===== config.mk =====
export PLATFORM = sky130hd
export DESIGN_NAME = sram_arb_ctrl
export DESIGN_NICKNAME = d
export VERILOG_FILES = /design/src/rtl/sram_arb_ctrl.sv
export SDC_FILE = /design/constraint.sdc
export NUM_CORES = 1
export LEC_CHECK = 0
export ABC_AREA = 0
export BUFFER_PORTS_ARGS = -buffer_cell sky130_fd_sc_hd__buf_2
export CAP_MARGIN = 30
export CORE_AREA = 2 2 138 140
export DETAILED_ROUTE_END_ITERATION = 8
export DIE_AREA = 0 0 140 142
export SLEW_MARGIN = 5
export SYNTH_ARGS = -nofsm -noshare
export SYNTH_HDL_FRONTEND = slang
export SYNTH_SLANG_ARGS = --single-unit

===== constraint.sdc =====
create_clock -name clk -period 1.48 [get_ports clk]
set_input_delay 0.444 -clock clk [delete_from_list [all_inputs] [get_ports clk]]
set_output_delay 0.444 -clock clk [all_outputs]
set_load 0.005 [all_outputs]

===== src/rtl/sram_arb_ctrl.sv =====
// Two-port arbiter in front of a single-port synchronous SRAM: zero-fills the
// array after reset, then grants one request per cycle with alternating priority.
module sram_arb_ctrl #(
    parameter int DATA_W  = 64,
    parameter int ADDR_W  = 7,
    parameter int DEPTH   = 128,
    parameter int INIT_EN = 1
) (
    input  logic                  clk,
    input  logic                  rst_n,
    input  logic [1:0]            req_valid,
    output logic [1:0]            req_ready,
    input  logic [1:0]            req_we,
    input  logic [2*ADDR_W-1:0]   req_addr,
    input  logic [2*DATA_W-1:0]   req_wdata,
    output logic [1:0]            rsp_valid,
    output logic [DATA_W-1:0]     rsp_rdata,
    output logic                  sram_csb,
    output logic                  sram_web,
    output logic                  sram_oeb,
    output logic [ADDR_W-1:0]     sram_a,
    output logic [DATA_W-1:0]     sram_i,
    input  logic [DATA_W-1:0]     sram_o,
    output logic                  init_done
);

    typedef enum logic {
        ST_INIT = 1'b0,
        ST_RUN  = 1'b1
    } state_t;

    // One extra count past the last address marks the cycle the final fill write
    // is on the pins, so RUN starts on the edge that retires it.
    localparam int CNT_W = ADDR_W + 1;
    localparam logic [CNT_W-1:0] CNT_LAST = CNT_W'(DEPTH);
    localparam state_t RST_STATE = (INIT_EN != 0) ? ST_INIT : ST_RUN;
    localparam logic RST_DONE = (INIT_EN != 0) ? 1'b0 : 1'b1;

    state_t              state_r, state_s;
    logic [CNT_W-1:0]    cnt_r, cnt_s;
    logic                init_done_r, init_done_s;
    logic                last_grant_r, last_grant_s;
    logic [1:0]          gnt_s;
    logic                gnt_idx_s;
    logic [ADDR_W-1:0]   gnt_addr_s;

    logic                sram_csb_r, csb_s;
    logic                sram_web_r, web_s;
    logic                sram_oeb_r, oeb_s;
    logic [ADDR_W-1:0]   sram_a_r, a_s;
    logic [DATA_W-1:0]   sram_i_r, i_s;

    logic                rd_v_s, rd_p_s;
    logic                rd1_v_r, rd1_p_r;
    logic [1:0]          rsp_valid_r;

    function automatic logic [ADDR_W-1:0] wrap_addr(input logic [ADDR_W-1:0] addr);
        return ADDR_W'(int'(addr) % DEPTH);
    endfunction

    // Next-state, grant selection and next SRAM pin values.
    always_comb begin
        state_s      = state_r;
        cnt_s        = cnt_r;
        init_done_s  = init_done_r;
        last_grant_s = last_grant_r;
        gnt_s        = 2'b00;
        gnt_idx_s    = 1'b0;
        gnt_addr_s   = {ADDR_W{1'b0}};
        csb_s        = 1'b1;
        web_s        = 1'b1;
        oeb_s        = 1'b1;
        a_s          = sram_a_r;
        i_s          = sram_i_r;
        rd_v_s       = 1'b0;
        rd_p_s       = 1'b0;
        case (state_r)
            ST_INIT: begin
                if (cnt_r == CNT_LAST) begin
                    state_s     = ST_RUN;
                    init_done_s = 1'b1;
                end else begin
                    csb_s = 1'b0;
                    web_s = 1'b0;
                    a_s   = cnt_r[ADDR_W-1:0];
                    i_s   = {DATA_W{1'b0}};
                    cnt_s = cnt_r + CNT_W'(1);
                end
            end
            ST_RUN: begin
                if (init_done_r) begin
                    case (req_valid)
                        2'b01:   gnt_s = 2'b01;
                        2'b10:   gnt_s = 2'b10;
                        2'b11:   gnt_s = last_grant_r ? 2'b01 : 2'b10;
                        default: gnt_s = 2'b00;
                    endcase
                end else begin
                    gnt_s = 2'b00;
                end
                gnt_idx_s  = gnt_s[1];
                gnt_addr_s = gnt_idx_s ? req_addr[ADDR_W +: ADDR_W] : req_addr[0 +: ADDR_W];
                if (gnt_s != 2'b00) begin
                    last_grant_s = gnt_idx_s;
                    csb_s        = 1'b0;
                    a_s          = wrap_addr(gnt_addr_s);
                    if (req_we[gnt_idx_s]) begin
                        web_s = 1'b0;
                        i_s   = gnt_idx_s ? req_wdata[DATA_W +: DATA_W] : req_wdata[0 +: DATA_W];
                    end else begin
                        oeb_s  = 1'b0;
                        rd_v_s = 1'b1;
                        rd_p_s = gnt_idx_s;
                    end
                end else begin
                    csb_s = 1'b1;
                end
            end
            default: begin
                state_s = RST_STATE;
            end
        endcase
    end

    // Control state: FSM, fill counter, init flag and round-robin history.
    always_ff @(posedge clk or negedge rst_n) begin
        if (!rst_n) begin
            state_r      <= RST_STATE;
            cnt_r        <= {CNT_W{1'b0}};
            init_done_r  <= RST_DONE;
            last_grant_r <= 1'b1;
        end else begin
            state_r      <= state_s;
            cnt_r        <= cnt_s;
            init_done_r  <= init_done_s;
            last_grant_r <= last_grant_s;
        end
    end

    // Registered SRAM pins.
    always_ff @(posedge clk or negedge rst_n) begin
        if (!rst_n) begin
            sram_csb_r <= 1'b1;
            sram_web_r <= 1'b1;
            sram_oeb_r <= 1'b1;
            sram_a_r   <= {ADDR_W{1'b0}};
            sram_i_r   <= {DATA_W{1'b0}};
        end else begin
            sram_csb_r <= csb_s;
            sram_web_r <= web_s;
            sram_oeb_r <= oeb_s;
            sram_a_r   <= a_s;
            sram_i_r   <= i_s;
        end
    end

    // In-flight read tracking: stage 1 covers the pin cycle, stage 2 the data cycle.
    always_ff @(posedge clk or negedge rst_n) begin
        if (!rst_n) begin
            rd1_v_r     <= 1'b0;
            rd1_p_r     <= 1'b0;
            rsp_valid_r <= 2'b00;
        end else begin
            rd1_v_r     <= rd_v_s;
            rd1_p_r     <= rd_p_s;
            rsp_valid_r <= rd1_v_r ? (rd1_p_r ? 2'b10 : 2'b01) : 2'b00;
        end
    end

    assign req_ready = gnt_s;
    assign rsp_valid = rsp_valid_r;
    assign rsp_rdata = sram_o;
    assign init_done = init_done_r;
    assign sram_csb  = sram_csb_r;
    assign sram_web  = sram_web_r;
    assign sram_oeb  = sram_oeb_r;
    assign sram_a    = sram_a_r;
    assign sram_i    = sram_i_r;

endmodule

==> flow_summary.ini <==
[run_status]
status = finished, violations left
violations = DRC, setup timing

[placement]
gp_congestion = 0.789
portBuffers = 226
hpwl_um = 12300
placed_cells = 1002

[run]
cap_violations = 0

[global_route]
top_usage_layer = met2
grtUsageMet3 = 0.0394
grt_pass1_wl_um = 27400
grt_util_all_layers = 0.177
grt_max_degree = 65
grtUsageMet2 = 0.281
antenna_found_initial = 1
grt.overflow.total = 0
grt_pass1_vias = 4973
met1_usage = 0.234

[floorplanning]
ios = 355
dieArea_um2 = 19900
fp.dieH_um = 142
chipWidth_um = 140
start_util = 0.300
rows = 50
core_um2 = 18500

[final_layout]
final_common_cell = buf_2
multi_input_area_um2 = 2700
final_cell_mix = buf_2 (224), dfrtp_1 (83), o21ai_0 (67)
area_growth_pct = 38.2
seqCellArea_um2 = 2230
fin_cells = 1046
nNetsFinal = 1020
drive_above_1_share = 0.435
fillers = 1852

[timing]
rsz0062_at_grt = yes
period_minus_slack_ns = 1.76
fin_crit_sh = 1.19
slew_viol_final = 0
relSlewSlack = 0.778
setup_viol = 78
whs_ns = 0.308
setup_slack_ns = -0.284
final.setup_skew_ns = 0.0122
hold_viol = 0
worst_pin_slew_ns = 0.332
max_freq_mhz = 567
fin_tns_setup_ns = -14.66

[power_and_ir_drop]
pwr-share-seq = 0.480
netSwitchingPower_mw = 1.25
pwr_density_cell_nw_per_um2 = 661
irDropWorstVdd_mv = 0.454
internal_power_mw = 3.81
pwr-share-comb = 0.064
fin_total_pwr_mw = 5.06
leakagePower_nw = 4.21
clkPwrFrac = 0.455
swShare = 0.247

[critical_path]
r2r-start = last_grant_r
r2r_slack_ns = -0.25
path_cells = and2_4 > buf_12 > nor3_4 > buf_2
critPathMaxFanout = 2
critPathMaxStageDelay_ns = 0.54
cp-start-kind = register
cp-end-kind = output port
cp.arrival_ns = 1.32
crit_slowest_cell = dfstp_2
reg2reg_to = sram_i[47]
cp_data_required_time_ns = 1.04
r2r_cells = 6
critPathKind = register to output port
crit_start = last_grant_r

[yosys]
ys_warn_count = 0
ys.flop_type = dfrtp_1
synth_nets = 822
ys_seq_area_frac = 0.403
ys_types = 38
yosys.area.top_type = dfrtp_1
synth_edf_count = 0
synthArstFlopShare = 1.00
synth_area_leaders = dfrtp_1 (38%), mux2i_1 (12%), buf_4 (8.8%)
syn_area_per_cell_um2 = 9.11
syn-cell-area_um2 = 5540
ys_ff_latch = 89
synth_top_area_frac = 0.384
synthCells = 608

[routing]
drc_errors = 16
initialDrtViolationCount = 243
vias_per_cell = 4.87
dr.pass1.iters = 9
num_vias = 5096
drtAntennaViolNets = 0
wl_um = 17700
wl_per_cell_um = 16.9

[clock_tree]
clock_latency_ns = 0.35
h-tree-depth = 3
cts_tree = done
cts_max_path_buffers = 2
cts_buffers = 9
root_buffer = clkbuf_16
clkTransAtPathRegs_ns = 0.08
cts_sinks = 89

[min_path]
whs_path_depth = 2
min_to = rd1_p_r
hold_path.class = primary input to register
min_from = req_we[1]
layer usage:
layer | vias to the layer above | routed length [µm] | share of wire
li1 | 2449 | - | -
met1 | 2429 | 7880 | 0.44
met2 | 186 | 8270 | 0.47
met5 | - | 0 | 0
met3 | 32 | 1090 | 0.062
met4 | 0 | 475 | 0.027
power by group through the flow:
stage          combinational (mW)  sequential, mW  clock, mW
2_1_floorplan               0.193            2.48          0
3_3_place_gp                0.326            2.48          0
3_5_place_dp                0.326            2.48          0
4_1_cts                     0.332            2.43       2.38
5_1_grt                     0.368            2.43       2.50
6_report                    0.326            2.43       2.30
cell families after synthesis:
kind of cell / after synthesis / share of synthesized area
simple gates: 164 / 0.144
xor+xnor: 7 / 0.0111
compound gates: 157 / 0.180
mux: 66 / 0.120
buf+inv: 123 / 0.137
fa+ha+maj: 2 / 0.00452
flops: 89 / 0.403
synth_stat cells, drive strengths merged, types with 2 or more instances:
cell,count
dfrtp,85
buf,80
o21ai,73
nand2,69
mux2i,64
and3,40
nand3,39
a21boi,38
clkbuf,37
a21o,27
a21oi,6
inv,6
nor2,5
xnor2,5
a221o,4
a31oi,4
and2,4
dfstp,4
ha,2
mux2,2
nor2b,2
nor3,2
xor2,2
per-stage QoR:
| step | worst slack [ns] | cell area [µm²] | utilization |
|---|---|---|---|
| global placement | -0.266 | 6880 | 0.373 |
| CTS | -0.298 | 7510 | 0.407 |
| detailed placement | -0.271 | 6880 | 0.373 |
| global route | -0.334 | 7650 | 0.415 |
| floorplan | -0.0390 | 5640 | - |
| finish | -0.284 | 7650 | 0.415 |
how the worst max path moves through the flow:
| stage | end | slack [ns] | depth (start not counted) |
|---|---|---|---|
| floorplan | sram_i[41] | -0.04 | 7 |
| global placement | sram_i[26] | -0.27 | 7 |
| finish | req_ready[1] | -0.28 | 4 |
| detailed placement | sram_i[39] | -0.27 | 6 |
| CTS | req_ready[1] | -0.30 | 4 |
| global route | req_ready[1] | -0.33 | 4 |
flip-flops by register name, summed over array words and instances, names as in the netlist:
signal / cells
sram_i: 64
sram_web: 1
rd1_v_r: 1
sram_oeb: 1
state_r: 1
sram_a: 7
last_grant_r: 1
rd1_p_r: 1
sram_csb: 1
cnt_r: 8
rsp_valid: 2
init_done: 1
worst max-delay path, delay by kind of cell (launching register included):
| family | cells | cell delay [ns] |
|---|---|---|
| buffers and inverters | 2 | 0.24 |
| DFF | 1 | 0.54 |
| and+or+nand+nor | 2 | 0.19 |
final cells by class:
type	count	share of cell area
clock buffers	9	0.0294
diodes	1	0.000327
clock inverters	7	0.00997
multi-input cells	396	0.352
flip-flops and latches	89	0.292
inverters	6	0.00327
well taps	234	0.0383
repair buffers	304	0.274
timing repair:
item / CTS / global route
pin swaps: 5 / 5
resized for setup: 17 / 26
hold buffers: 1 / 0
setup endpoints to repair: 74 / 82
setup buffers: 14 / 9
cloned: 5 / 0
hold endpoints to repair: 14 / 0
No activity file was read; power rests on OpenSTA's default activity.
